File: src/rtl/fetch_queue_if.sv
// Signal bundle for fetch_queue: instruction-memory port, decode handshake, redirect and perf counters.
// The master modport is the fetch queue; the slave modport is the memory/decode environment.
interface fetch_queue_if #(
  parameter int ADDR_W  = 8,
  parameter int INSTR_W = 32
);
  logic               imem_en;
  logic [ADDR_W-1:0]  imem_addr;
  logic [INSTR_W-1:0] imem_rdata;
  logic               out_valid;
  logic               out_ready;
  logic [INSTR_W-1:0] out_instr;
  logic [ADDR_W-1:0]  out_npc;
  logic               redirect;
  logic [ADDR_W-1:0]  redirect_pc;
  logic [15:0]        fetch_cnt;
  logic [15:0]        flush_cnt;

  modport master (
    output imem_en, imem_addr, out_valid, out_instr, out_npc, fetch_cnt, flush_cnt,
    input  imem_rdata, out_ready, redirect, redirect_pc
  );

  modport slave (
    input  imem_en, imem_addr, out_valid, out_instr, out_npc, fetch_cnt, flush_cnt,
    output imem_rdata, out_ready, redirect, redirect_pc
  );
endinterface

File: src/rtl/fetch_queue.sv
// Fetch stage: PC register, 1-cycle-latency imem reads, DEPTH-entry {instr, npc} FIFO, redirect flush.
// Optional perf counters (fetch_cnt/flush_cnt) are built only when FETCH_PERF_EN is defined.
module fetch_queue #(
  parameter int               ADDR_W   = 8,
  parameter int               INSTR_W  = 32,
  parameter int               DEPTH    = 4,
  parameter logic [ADDR_W-1:0] RESET_PC = '0
) (
  input logic           clk,
  input logic           reset,
  fetch_queue_if.master bus
);
  localparam int CNT_W = $clog2(DEPTH + 1);
  localparam int PTR_W = $clog2(DEPTH);
  localparam int OCC_W = CNT_W + 1;
  localparam logic [OCC_W-1:0] DEPTH_OCC = OCC_W'(DEPTH);
  localparam logic [PTR_W-1:0] LAST_PTR  = PTR_W'(DEPTH - 1);

  logic [ADDR_W-1:0]  pc_q, pc_d;
  logic [ADDR_W-1:0]  req_addr_q, req_addr_d;
  logic               inflight_q, inflight_d;
  logic [CNT_W-1:0]   count_q, count_d;
  logic [PTR_W-1:0]   rd_ptr_q, rd_ptr_d;
  logic [PTR_W-1:0]   wr_ptr_q, wr_ptr_d;
  logic [INSTR_W-1:0] instr_mem_q [DEPTH];
  logic [ADDR_W-1:0]  npc_mem_q [DEPTH];
  logic [OCC_W-1:0]   occupancy;
  logic               issue;
  logic               push;
  logic               pop;

  function automatic logic [PTR_W-1:0] next_ptr(input logic [PTR_W-1:0] p);
    return (p == LAST_PTR) ? '0 : p + PTR_W'(1);
  endfunction

  // Counting the outstanding read guarantees its data always finds a free slot.
  assign pop       = (count_q != '0) & bus.out_ready & ~bus.redirect;
  assign push      = inflight_q & ~bus.redirect;
  assign occupancy = OCC_W'(count_q) + OCC_W'(inflight_q) - OCC_W'(pop);
  assign issue     = ~reset & ~bus.redirect & (occupancy < DEPTH_OCC);

  always_comb begin
    pc_d       = pc_q;
    req_addr_d = req_addr_q;
    inflight_d = issue;
    count_d    = count_q;
    rd_ptr_d   = rd_ptr_q;
    wr_ptr_d   = wr_ptr_q;
    if (bus.redirect) begin
      pc_d     = bus.redirect_pc;
      count_d  = '0;
      rd_ptr_d = '0;
      wr_ptr_d = '0;
    end else begin
      if (issue) begin
        pc_d       = pc_q + ADDR_W'(1);
        req_addr_d = pc_q;
      end
      if (push) wr_ptr_d = next_ptr(wr_ptr_q);
      if (pop)  rd_ptr_d = next_ptr(rd_ptr_q);
      count_d = count_q + CNT_W'(push) - CNT_W'(pop);
    end
  end

  always_ff @(posedge clk) begin
    if (reset) begin
      pc_q       <= RESET_PC;
      req_addr_q <= '0;
      inflight_q <= 1'b0;
      count_q    <= '0;
      rd_ptr_q   <= '0;
      wr_ptr_q   <= '0;
    end else begin
      pc_q       <= pc_d;
      req_addr_q <= req_addr_d;
      inflight_q <= inflight_d;
      count_q    <= count_d;
      rd_ptr_q   <= rd_ptr_d;
      wr_ptr_q   <= wr_ptr_d;
    end
  end

  // Storage needs no reset: count_q alone decides which entries are live.
  always_ff @(posedge clk) begin
    if (!reset && push) begin
      instr_mem_q[wr_ptr_q] <= bus.imem_rdata;
      npc_mem_q[wr_ptr_q]   <= req_addr_q + ADDR_W'(1);
    end
  end

  assign bus.imem_en   = issue;
  assign bus.imem_addr = pc_q;
  assign bus.out_valid = (count_q != '0);
  assign bus.out_instr = instr_mem_q[rd_ptr_q];
  assign bus.out_npc   = npc_mem_q[rd_ptr_q];

`ifdef FETCH_PERF_EN
  logic [15:0] fetch_cnt_q;
  logic [15:0] flush_cnt_q;

  always_ff @(posedge clk) begin
    if (reset) begin
      fetch_cnt_q <= '0;
      flush_cnt_q <= '0;
    end else begin
      if (pop && fetch_cnt_q != 16'hFFFF)          fetch_cnt_q <= fetch_cnt_q + 16'd1;
      if (bus.redirect && flush_cnt_q != 16'hFFFF) flush_cnt_q <= flush_cnt_q + 16'd1;
    end
  end

  assign bus.fetch_cnt = fetch_cnt_q;
  assign bus.flush_cnt = flush_cnt_q;
`else
  assign bus.fetch_cnt = '0;
  assign bus.flush_cnt = '0;
`endif
endmodule

File: src/flat_wrapper.sv
// flat-port wrapper written by rule: the top's interface ports become plain ports
module fetch_queue_flat 
#(
  parameter int               ADDR_W   = 8,
  parameter int               INSTR_W  = 32,
  parameter int               DEPTH    = 4,
  parameter logic [ADDR_W-1:0] RESET_PC = '0
)
  (clk, reset, bus_imem_en, bus_imem_addr, bus_out_valid, bus_out_instr, bus_out_npc, bus_fetch_cnt, bus_flush_cnt, bus_imem_rdata, bus_out_ready, bus_redirect, bus_redirect_pc);
  fetch_queue_if #(.ADDR_W(ADDR_W), .INSTR_W(INSTR_W)) bus_i ();
  input logic clk;
  input logic reset;
  output wire logic [$bits(bus_i.imem_en)-1:0] bus_imem_en;
  output wire logic [$bits(bus_i.imem_addr)-1:0] bus_imem_addr;
  output wire logic [$bits(bus_i.out_valid)-1:0] bus_out_valid;
  output wire logic [$bits(bus_i.out_instr)-1:0] bus_out_instr;
  output wire logic [$bits(bus_i.out_npc)-1:0] bus_out_npc;
  output wire logic [$bits(bus_i.fetch_cnt)-1:0] bus_fetch_cnt;
  output wire logic [$bits(bus_i.flush_cnt)-1:0] bus_flush_cnt;
  input wire logic [$bits(bus_i.imem_rdata)-1:0] bus_imem_rdata;
  input wire logic [$bits(bus_i.out_ready)-1:0] bus_out_ready;
  input wire logic [$bits(bus_i.redirect)-1:0] bus_redirect;
  input wire logic [$bits(bus_i.redirect_pc)-1:0] bus_redirect_pc;
  assign bus_imem_en = bus_i.imem_en;
  assign bus_imem_addr = bus_i.imem_addr;
  assign bus_out_valid = bus_i.out_valid;
  assign bus_out_instr = bus_i.out_instr;
  assign bus_out_npc = bus_i.out_npc;
  assign bus_fetch_cnt = bus_i.fetch_cnt;
  assign bus_flush_cnt = bus_i.flush_cnt;
  assign bus_i.imem_rdata = bus_imem_rdata;
  assign bus_i.out_ready = bus_out_ready;
  assign bus_i.redirect = bus_redirect;
  assign bus_i.redirect_pc = bus_redirect_pc;
  fetch_queue #(.ADDR_W(ADDR_W), .INSTR_W(INSTR_W), .DEPTH(DEPTH), .RESET_PC(RESET_PC)) u_core (.clk(clk), .reset(reset), .bus(bus_i));
endmodule
File: config.mk
export PLATFORM = sky130hd
export DESIGN_NAME = fetch_queue_flat
export DESIGN_NICKNAME = d
export VERILOG_FILES = /design/src/rtl/fetch_queue_if.sv /design/src/rtl/fetch_queue.sv /design/src/flat_wrapper.sv
export SDC_FILE = /design/constraint.sdc
export NUM_CORES = 1
export LEC_CHECK = 0
export CELL_PAD_IN_SITES_DETAIL_PLACEMENT = 0
export CELL_PAD_IN_SITES_GLOBAL_PLACEMENT = 1
export CORE_UTILIZATION = 45
export DETAILED_ROUTE_END_ITERATION = 12
export MAX_ROUTING_LAYER = met4
export PLACE_DENSITY = 0.81
export SLEW_MARGIN = 30
export SYNTH_ARGS = -nofsm -noshare
export SYNTH_HDL_FRONTEND = slang
export SYNTH_SLANG_ARGS = --single-unit
File: constraint.sdc
create_clock -name clk -period 5.4 [get_ports clk]
set_input_delay 0.81 -clock clk [delete_from_list [all_inputs] [get_ports clk]]
set_output_delay 0.81 -clock clk [all_outputs]
set_load 0.02 [all_outputs]
## After elaboration in Yosys (flattened, before gate mapping)

Memory sizes are Yosys's and may differ from the RTL's. A register that Yosys moved wholly into a read port is not among the register bits.
Index checks and enable logic that the tools add are counted.

- Reduce and logical (&&, ||, !) cells: 6
- Equality and inequality tests: 2
- Mux-type cells: 10
- Bitwise operators: 7
- Order comparisons: 1
- Add/sub/neg operators: 8

Operator list:

| cell | number |
|---|---|
| $add 8x1->8 const B | 2 |
| $mux 8 | 2 |
| $mux 2 | 6 |
| $and 1x1->1 | 5 |
| $add 2x1->2 const B | 2 |
| $add 3x1->4 | 1 |
| $eq 2x2->1 const B | 2 |
| $lt 4x3->1 const B | 1 |
| $sub 4x1->4 | 1 |
| $add 3x1->3 | 1 |
| $reduce_bool 3->1 | 1 |
| $sub 3x1->3 | 1 |
| $mux 1 | 2 |
| $not 1->1 | 2 |
| $reduce_and 2->1 | 1 |
| $reduce_bool 2->1 | 1 |
| $reduce_or 2->1 | 1 |
| $logic_and 1x1->1 | 1 |
| $logic_not 1->1 | 1 |

- Input bits: 44
- Memories: 2
- Word-level logic and storage cells: 42
- RAM bits: 160
- Flip-flop bits (word level): 24
- Output and inout port bits: 82

Memory list:

| name | depth | bits a word | read ports | clocked after memory_dff | wr ports | RTL line | text |
|---|---|---|---|---|---|---|---|
| u_core.instr_mem_q | 4 | 32 | 1 | 1 | 1 | fetch_queue.sv:25 | `logic [INSTR_W-1:0] instr_mem_q [DEPTH];` |
| u_core.npc_mem_q | 4 | 8 | 1 | 1 | 1 | fetch_queue.sv:26 | `logic [ADDR_W-1:0] npc_mem_q [DEPTH];` |

## Logic depth before layout (Yosys ltp)

Gate-level depths: netlist of the first run.

- Depth after elaboration: 8
- Mapped depth: 13
- Depth with buffers taken out: 11

## Least setup slack after synthesis of the first run

No wires, ideal clock.

- Path kind: input to output
- Start point: in bus_out_ready
- End point: out bus_imem_en
- Path slack: 2281 ps
- Path buffers: 2
- Cell stages on the path: 11
- Arrival: 2309 ps
- Cell sequence: nand2_1 -> nor2_1 -> ha_1 -> inv_1 -> ha_1 -> nand3b_1 -> and4bb_1 -> buf_6 -> o21ai_2 -> buf_6 -> inv_1

- Longest elaborated chain between the ends: 5

RTL lines:

| item | RTL line | text |
|---|---|---|
| start: declaration | flat_wrapper.sv:21 | `input wire logic [$bits(bus_i.out_ready)-1:0] bus_out_ready;` |
| $and 1x1->1 (2 in series) | fetch_queue.sv:37 | `assign pop = (count_q != '0) & bus.out_ready & ~bus.redirect;` |
| $sub 4x1->4 | fetch_queue.sv:39 | `assign occupancy = OCC_W'(count_q) + OCC_W'(inflight_q) - OCC_W'(pop);` |
| $lt 4x3->1 | fetch_queue.sv:40 | `assign issue = ~reset & ~bus.redirect & (occupancy < DEPTH_OCC);` |
| $and 1x1->1 | fetch_queue.sv:40 |  |
| end: declaration | flat_wrapper.sv:13 | `output wire logic [$bits(bus_i.imem_en)-1:0] bus_imem_en;` |

No other way between the ends.

## Worst setup path after layout of the first run

Ends and elaborated chain as after synthesis.

==> results of run 1 <==
==> cell type report <==
class / instances / share of cell area
well taps: 216 / 0.0301
flip-flops and latches: 186 / 0.595
clock buffers: 20 / 0.0487
multi-input cells: 179 / 0.207
repair buffers: 94 / 0.105
inverters: 14 / 0.00586
clock inverters: 12 / 0.00865
==> cells by family after synthesis <==
kind of cell | after synthesis | share of synthesized area
AOI/OAI and AO/OA | 20 | 0.0236
xor gates and xnor gates | 15 | 0.0177
adders and majority gates | 13 | 0.0229
buffers and inverters | 61 | 0.0498
DFF | 186 | 0.718
muxes | 49 | 0.134
other | 1 | 0.000506
and+or+nand+nor | 50 | 0.0336
==> registers in the layout, indices dropped and copies added, names as in the netlist, named ones only <==
register	cells
u_core.bus.imem_addr	8
u_core.count_q	3
u_core.inflight_q	1
u_core.instr_mem_q	128
u_core.npc_mem_q	32
u_core.rd_ptr_q	2
u_core.req_addr_q	8
u_core.wr_ptr_q	2
==> worst max-delay path, stage by stage <==
cell and delay [ps]:
clkdlybuf4s50_1 480, nand2_1 90, nor2_1 150, ha_1 160
inv_1 40, ha_1 260, nand3b_1 150, and4bb_1 470
o21ai_2 90, inv_1 80, clkdlybuf4s50_1 600
==> stage by stage <==
stage,util,power (uW)
after CTS,0.560,2860
after global routing,0.560,2930
after global placement,0.527,1780
final,0.560,2840
after detailed placement,0.528,1780
after floorplan,-,1720
==> report_power, final <==
group          leakage, uW  internal [uW]  total [uW]  switching (uW)
clock network     0.000227            583        1090             505
registers          0.00164           1570        1590            16.2
logic              0.00110           74.3         160            86.2
total              0.00296           2230        2840             608
==> path summary, 6_finish.rpt <==
| kind | startpoint | endpoint |
|---|---|---|
| min | u_core.rd_ptr_q[1] | flop |
| max | bus_out_ready | bus_imem_en |
| min reg2reg | u_core.rd_ptr_q[1] | flop |
| max reg2reg | u_core.count_q[1] | u_core.req_addr_q[6] |
==> metal layers <==
metal / vias to the layer above / global-route usage / wire, microns
met5: - / - / 0
met3: 19 / 0.0500 / 775
met2: 130 / 0.248 / 5940
li1: 1668 / - / -
met1: 1783 / 0.191 / 5440
met4: 0 / 0.0669 / 196
==> synth_stat cells, types with 5 or more instances <==
library cell  number
xor2_1            10
inv_1             14
nor2_1            23
and3_1             6
mux2i_1            9
ha_1              12
nand2_1            5
clkbuf_1           9
mux4_2            40
buf_4             32
xnor2_1            5
dfxtp_1           26
edfxtp_1         160
==> results.tsv, run 1 <==
stage	metric	value	unit
outcome	status	finished clean	
clock_tree	post-cts sizing count	0	
routing	drt total wl	12.4	mm
floorplanning	Die Span Y	130	microns
clock_tree	CTS tree	built	
yosys	Synth async-reset ratio	0	
worst_setup_path	Setup crit end kind	output port	
floorplanning	die width	130	microns
grt	initial antenna violation count	0	
routing	DRC viols	0	
yosys	register area share after synthesis	0.718	
hold_path	hold depth	2	
final_layout	most common cell after layout, fill and taps aside	edfxtp_1	
sta	Final WS setup	1210	ps
clock_tree	H-tree depth	4	
routing	drt first-iter violations	189	
yosys	cell count after synthesis	395	
clock_tree	Num CTS Buffers	17	
grt	vias in the first global route	3675	
worst_setup_path	CP required	4590	ps
yosys	mapped cell area	7410	sq um
sta	setup TNS	0	ps
final_layout	diode count	0	
final_layout	final-layout fill cell count	1282	
clock_tree	Clock Root Buffer	clkbuf_16	
grt	largest net degree at the start of global routing	41	
yosys	Most used DFF post-synth	edfxtp_1	
yosys	count of cell types in the netlist	39	
final_layout	most frequent cells in the layout	160 x edfxtp_1, 93 x clkdlybuf4s50_1, 40 x mux4_2, 32 x conb_1, 24 x dfxtp_1	
yosys	#FFs+latches synth	186	
routing	Detailed Routing Iterations Pass 1	4	
clock_tree	worst-skew pair later-pin latency	430	ps
worst_setup_path	data arrival time of the critical path	3380	ps
place	port buffer count	93	
clock_tree	Clock Tree Buf Depth	2	
grt	first-pass GRT wire length	18.9	mm
final_layout	Final Instance Area	8960	sq um
final_layout	non-filler cells, final	721	
grt	gr usage total	0.159	
worst_setup_path	CP Launch Type	input port	
place	worst slack, placed	1220	ps
sta	Tcrit/Tclk final	0.776	
floorplanning	row count	46	
place	DP HPWL	7.53	mm
yosys	Yosys Warn Count	0	
floorplanning	I/O pin count	126	
sta	Slew Limit Fails	0	
power	Lkg Pwr	0.00296	uW
clock_tree	hold buffers post-CTS	0	
floorplanning	Initial Util	0.463	
hold_path	worst min-delay path class	flop to flop	
yosys	share of the synthesized area in the top cell type	0.648	
yosys	post-synth top area cell	edfxtp_1	
final_layout	register area	5330	sq um
yosys	EDFF count, synth	160	
final_layout	Multi-input gate area	1860	sq um
place	Cell Area, Placed	8450	sq um
final_layout	NumNets Final	549	
place	placed cells	689	
sta	final setup violating endpoints	0	
place	RD Place Congestion	0.841	
routing	DRT antenna net count	0	
sta	final-report hold violation count	0	
floorplanning	DIE AREA	17000	sq um
worst_setup_path	maximum fanout along the worst path	9	
clock_tree	clk sinks	186	
yosys	top cells by area, synth	edfxtp_1 65%, mux4_2 12%, dfxtp_1 7.0%	
final_layout	Area Overhead vs Synth	20.9	%
sta	Least-Margin Pin Slew	806	ps
sta	clk_skew	15.1	ps
power	maximum VDD drop	0.258	mV
sta	Slew headroom	0.463	
sta	Fmax	239	MHz
worst_setup_path	r2r setup slk	2680	ps
grt	Congestion Overflow GR	0	
final_layout	share of cells above drive strength 1	0.160	
worst_setup_path	Reg2Reg Depth	12	
flow_run	max_cap viols	0	
worst_setup_path	critical path type	input port to output port	
sta	unrepaired setup endpoints after global routing	no	
routing	Vias/cell	4.99	
power	pwr/cell area	317	nW/um^2
yosys	syn avg cell area	18.8	sq um
clock_tree	Reg clk slew, reported paths	60	ps
sta	Final min period	4190	ps
sta	minimum hold slack	506	ps
routing	Vias	3600	
routing	drt wl/cell	17.1	microns
clock_tree	Post-CTS Setup Inserts	0	
floorplanning	CORE AREA	16000	sq um
(Power assumes the default switching activity.)
==> run 2, diff against run 1 <==
- clock period: 5.4 -> 4.4 ns (I/O delays scaled with it)
==> run 2 against run 1 <==
First-iteration DRC count up 14%. Largest cell class unchanged. Register-to-register slack worse by 1000 ps. Sequential power up 23%. Critical path depth unchanged.
==> results.tsv, run 2 (synthesized netlist as in run 1, its figures left out) <==
stage	metric	value	unit	change
outcome	status	finished clean		
routing	Vias	3632		+0.89%
sta	final setup violating endpoints	0		unchanged
grt	first-pass GRT wire length	19.7	mm	+4.2%
power	Internal	2730	uW	+23%
sta	Slew headroom	0.450		-0.0127
clock_tree	Post-CTS Setup Inserts	0		unchanged
worst_setup_path	Setup crit end kind	output port		
sta	unrepaired setup endpoints after global routing	no		
sta	setup TNS	0	ps	unchanged
clock_tree	H-tree depth	4		unchanged
final_layout	max reg flops	128		unchanged
final_layout	diode count	0		unchanged
routing	Detailed Routing Iterations Pass 1	4		unchanged
routing	DRC viols	0		unchanged
sta	Final min period	3990	ps	
routing	Vias/cell	5.02		+0.47%
final_layout	most frequent cells in the layout	160 x edfxtp_1, 93 x clkdlybuf4s50_1, 40 x mux4_2, 32 x conb_1, 24 x dfxtp_1		
worst_setup_path	data arrival time of the critical path	3330	ps	-50 ps
grt	gr usage total	0.165		+0.00632
place	port buffer count	93		unchanged
place	DP HPWL	7.90	mm	+5.0%
power	sequential group share of total power	0.562		+0.002
worst_setup_path	maximum fanout along the worst path	9		unchanged
worst_setup_path	critical path type	input port to output port		
floorplanning	DIE AREA	17000	sq um	unchanged
clock_tree	post-cts sizing count	0		unchanged
clock_tree	Clock Root Buffer	clkbuf_16		
worst_setup_path	largest stage delay on the critical path	600	ps	about the same
sta	Final WS setup	407	ps	-800 ps
clock_tree	Clock Tree Buf Depth	2		unchanged
final_layout	most common cell after layout, fill and taps aside	edfxtp_1		
flow_run	max_cap viols	0		unchanged
final_layout	final core occ	0.564		+0.00383
sta	final-report hold violation count	0		unchanged
final_layout	Final Instance Area	9030	sq um	+0.68%
floorplanning	row count	46		unchanged
floorplanning	Initial Util	0.463		unchanged
grt	Congestion Overflow GR	0		unchanged
clock_tree	Num CTS Buffers	17		unchanged
routing	drt first-iter violations	215		+14%
clock_tree	worst-skew pair later-pin latency	430	ps	about the same
power	combinational group share of total power	0.057		about the same
power	Lkg Pwr	0.00300	uW	+1.5%
sta	Slew Limit Fails	0		unchanged
routing	drt wl/cell	17.6	microns	+2.7%
worst_setup_path	CP required	3740	ps	-850 ps
final_layout	Area Overhead vs Synth	21.7	%	
power	pwr/cell area	385	nW/um^2	+21%
power	clock share of power	0.381		-0.002
power	maximum VDD drop	0.275	mV	+6.5%
final_layout	Reg with most FFs	u_core.instr_mem_q		
routing	drt total wl	12.7	mm	+3.1%
grt	largest net degree at the start of global routing	41		unchanged
routing	DRT antenna net count	0		unchanged
final_layout	share of cells above drive strength 1	0.169		+0.00890
sta	Tcrit/Tclk final	0.907		
grt	initial antenna violation count	0		unchanged
floorplanning	CORE AREA	16000	sq um	unchanged
power	Sw Share	0.212		-0.00183
clock_tree	CTS tree	built		
clock_tree	Reg clk slew, reported paths	60	ps	about the same
grt	vias in the first global route	3756		+2.2%
floorplanning	I/O pin count	126		unchanged
worst_setup_path	CP Launch Type	input port		
sta	clk_skew	4.90	ps	-10.2 ps
clock_tree	hold buffers post-CTS	0		unchanged
final_layout	top flop regs	u_core.instr_mem_q x128, u_core.npc_mem_q x32		
hold_path	worst min-delay path class	flop to flop		
place	worst slack, placed	427	ps	-794 ps
worst_setup_path	worst-path cell with the longest stage delay	clkdlybuf4s50_1		
floorplanning	Die Span Y	130	microns	unchanged
power	Pwr Total	3470	uW	+22%
place	Cell Area, Placed	8520	sq um	+0.77%
worst_setup_path	crit path cell chain	clkdlybuf4s50_1 > nand2_1 > nor2_1 > ha_1 > inv_1 > ha_1 > nand3b_1 > and4bb_1 > o21ai_2 > inv_1 > clkdlybuf4s50_1		
sta	Least-Margin Pin Slew	825	ps	+19.1 ps
final_layout	NumNets Final	553		+0.73%
clock_tree	clk sinks	186		unchanged
place	RD Place Congestion	0.840		about the same
power	Psw	737	uW	+21%
sta	Fmax	250	MHz	
floorplanning	die width	130	microns	unchanged
-- run 2: layout make-up --
class	instances	area, sq um
fillers	1259	6970
flip-flops and latches	186	5330
multi-input cells	179	1840
repair buffers	98	1020
clock buffers	19	433
well taps	216	270
clock inverters	12	77.6
inverters	14	52.6
-- run 2: worst paths after layout --
kind,startpoint,to,slack [ps],cells after the start
max,bus_out_ready,bus_imem_en,410,11
min,u_core.rd_ptr_q[1],flop,490,2
max reg2reg,u_core.count_q[1],u_core.req_addr_q[0],1640,12
min reg2reg,u_core.rd_ptr_q[1],flop,490,2
-- run 2: metrics by stage --
step	hold slack, ps	instances
5_1_grt	519	724
3_3_place_gp	480	693
4_1_cts	491	724
3_5_place_dp	478	693
6_report	488	724
2_1_floorplan	454	426
-- run 2: power by group through the flow --
stage / Combinational (uW) / Clock, uW / Sequential (uW)
floorplan: 119 / 0 / 1990
global placement: 193 / 0 / 1990
detailed placement: 198 / 0 / 1990
CTS: 199 / 1350 / 1950
global route: 214 / 1420 / 1950
finish: 198 / 1320 / 1950
-- run 2: layer usage --
metal	vias to the layer above	GRT usage	share of wire
li1	1672	-	-
met2	108	0.263	0.48
met5	-	-	0
met4	0	0.0629	0.014
met3	16	0.0472	0.059
met1	1836	0.201	0.44
-- run 2: critical path, delay by kind of cell --
kind / cells / cell delay (ps)
buffers and inverters: 4 / 1220
AO/OA/AOI/OAI: 1 / 100
AND/OR/NAND/NOR: 4 / 910
adder cells (fa/ha/maj): 2 / 450
==> run 3, diff against run 2 <==
- CORE_UTILIZATION: 45 -> 30
- PLACE_DENSITY: 0.81 -> 0.58
==> run 3 against run 2 <==
Routed wire length grew 8.9%. Fmax is 2.3% higher. Clock skew up 2.4 ps. Count of clock-buffer cells in the layout shrank 1. Flip-flop and latch count stayed put. Worst setup slack better by 90 ps. First-iteration DRC count grew 20%. Clock power up 18%. Design area up 2.5%. Non-clock buffer count increased by 2. Critical path type unchanged.
==> results.tsv, run 3 (synthesized netlist as in run 1, its figures left out) <==
stage	metric	value	unit	change
outcome	status	finished clean		
power	Lkg Pwr	0.00307	uW	+2.2%
floorplanning	Die Span Y	159	microns	+22%
power	clock share of power	0.421		+0.040
floorplanning	Initial Util	0.306		-0.158
worst_setup_path	CP required	3740	ps	about the same
floorplanning	I/O pin count	126		unchanged
power	sequential group share of total power	0.525		-0.037
sta	Least-Margin Pin Slew	650	ps	-175 ps
final_layout	Reg with most FFs	u_core.instr_mem_q		
routing	drt total wl	13.9	mm	+8.9%
sta	Slew headroom	0.567		+0.117
worst_setup_path	CP Launch Type	input port		
power	Psw	784	uW	+6.4%
power	Internal	2930	uW	+7.1%
hold_path	worst min-delay path class	flop to flop		
power	combinational group share of total power	0.054		-0.003
clock_tree	hold buffers post-CTS	0		unchanged
sta	setup TNS	0	ps	unchanged
worst_setup_path	largest stage delay on the critical path	590	ps	about the same
routing	DRC viols	0		unchanged
routing	drt wl/cell	16.6	microns	-5.7%
sta	final-report hold violation count	0		unchanged
grt	Congestion Overflow GR	0		unchanged
flow_run	max_cap viols	0		unchanged
sta	Final min period	3900	ps	-90.3 ps
floorplanning	CORE AREA	24200	sq um	+52%
final_layout	NumNets Final	555		+0.36%
sta	final setup violating endpoints	0		unchanged
sta	Slew Limit Fails	0		unchanged
routing	met1 wire length	6.38	mm	+13%
floorplanning	row count	57		+24%
worst_setup_path	CP top delay family	buffers and inverters		
grt	largest net degree at the start of global routing	41		unchanged
clock_tree	H-tree depth	4		unchanged
clock_tree	Reg clk slew, reported paths	70	ps	about the same
floorplanning	die width	159	microns	+22%
final_layout	max reg flops	128		unchanged
power	Sw Share	0.211		-0.00116
sta	Tcrit/Tclk final	0.887		-0.0205
power	Pwr Total	3710	uW	+7.0%
final_layout	top flop regs	u_core.instr_mem_q x128, u_core.npc_mem_q x32		
routing	highest routed layer	met4		
worst_setup_path	maximum fanout along the worst path	9		unchanged
worst_setup_path	crit path cell chain	clkdlybuf4s50_1 > nand2_1 > nor2_1 > ha_1 > inv_1 > ha_1 > nand3b_1 > and4bb_1 > o21ai_2 > inv_1 > clkdlybuf4s50_1		
final_layout	most common cell after layout, fill and taps aside	edfxtp_1		
sta	Fmax	256	MHz	+2.3%
power	pwr/cell area	402	nW/um^2	+4.4%
clock_tree	Num CTS Buffers	17		unchanged
clock_tree	Post-CTS Setup Inserts	0		unchanged
clock_tree	CTS tree	built		
clock_tree	Clock Root Buffer	clkbuf_16		
clock_tree	worst-skew pair later-pin latency	420	ps	about the same
final_layout	final-layout fill cell count	2237		+78%
clock_tree	Clock Tree Buf Depth	2		unchanged
sta	unrepaired setup endpoints after global routing	no		
place	DP HPWL	8.23	mm	+4.1%
routing	Vias	3644		+0.33%
worst_setup_path	r2r setup slk	1710	ps	+70 ps
routing	Detailed Routing Iterations Pass 1	5		+1
sta	clk_skew	7.30	ps	+2.40 ps
grt	gr usage total	0.117		-0.0479
final_layout	most frequent cells in the layout	160 x edfxtp_1, 93 x clkdlybuf4s50_1, 40 x mux4_2, 32 x conb_1, 24 x dfxtp_1		
routing	drt first-iter violations	259		+20%
grt	vias in the first global route	3818		+1.7%
worst_setup_path	data arrival time of the critical path	3240	ps	-90 ps
worst_setup_path	Setup crit end kind	output port		
worst_setup_path	worst-path cell with the longest stage delay	clkdlybuf4s50_1		
place	RD Place Congestion	0.728		-13%
worst_setup_path	critical path type	input port to output port		
routing	met2 wire length	6.69	mm	+8.4%
worst_setup_path	WP buf/inv	4		unchanged
grt	initial antenna violation count	1		+1
grt	first-pass GRT wire length	21.3	mm	+8.5%
power	maximum VDD drop	0.215	mV	-22%
final_layout	Area Overhead vs Synth	24.7	%	
routing	Detail Route met3 WL	642	microns	-15%
clock_tree	clk sinks	186		unchanged
floorplanning	DIE AREA	25300	sq um	+49%
final_layout	share of cells above drive strength 1	0.180		+0.0107
routing	DRT antenna net count	0		unchanged
place	port buffer count	93		unchanged
clock_tree	post-cts sizing count	0		unchanged
routing	Vias/cell	4.36		-13%
-- run 3: cell count changes in the layout (fill, tap and decap cells not counted), sizes merged --
cell      before  now
clkinvlp       6    2
buf            5    7
bufinv         0    3
clkinv         5    2
clkbuf        19   18
diode          0    1
inv           15   21
-- run 3: power groups by stage --
stage | Combinational, uW | Sequential (uW) | Clock, uW
after floorplan | 119 | 1990 | 0
after global placement | 197 | 1990 | 0
after detailed placement | 200 | 1990 | 0
after CTS | 201 | 1950 | 1610
after global routing | 217 | 1950 | 1680
final | 201 | 1950 | 1560
-- run 3: worst min-delay path, cell delays in order (launching register included) --
cell	delay, ps
dfxtp_1	320
nand2_1	50
a21oi_1	100
-- run 3: per-stage QoR --
stage	utilization	instances	setup slack [ps]	cell area, sq um	hold WS (ps)
4_1_cts	0.380	834	476	9220	536
2_1_floorplan	-	426	1460	7530	454
3_3_place_gp	0.355	802	528	8610	511
5_1_grt	0.381	836	310	9250	571
6_report	0.381	836	498	9250	526
3_5_place_dp	0.355	802	506	8610	513
-- run 3: final timing paths --
path,start,cells after the start,to
max,bus_out_ready,11,bus_imem_en
min,u_core.rd_ptr_q[1],2,flop
max reg2reg,u_core.count_q[1],12,u_core.req_addr_q[2]
min reg2reg,u_core.rd_ptr_q[1],2,flop
-- run 3: final cells by class --
cell class / instances / area (sq um) / share of cell area
Clock inverter: 14 / 180 / 0.0195
Tap cell: 324 / 405 / 0.0438
Antenna cell: 1 / 2.50 / 0.000271
Clock buffer: 18 / 429 / 0.0464
Timing Repair Buffer: 100 / 1000 / 0.109
Inverter: 14 / 52.6 / 0.00568
Sequential cell: 186 / 5330 / 0.577
Multi-Input combinational cell: 179 / 1840 / 0.199
-- run 3: layer usage --
layer	up-vias	track usage
met1	1839	0.148
met2	111	0.183
met4	0	0.0420
met5	-	-
met3	14	0.0297
li1	1680	-
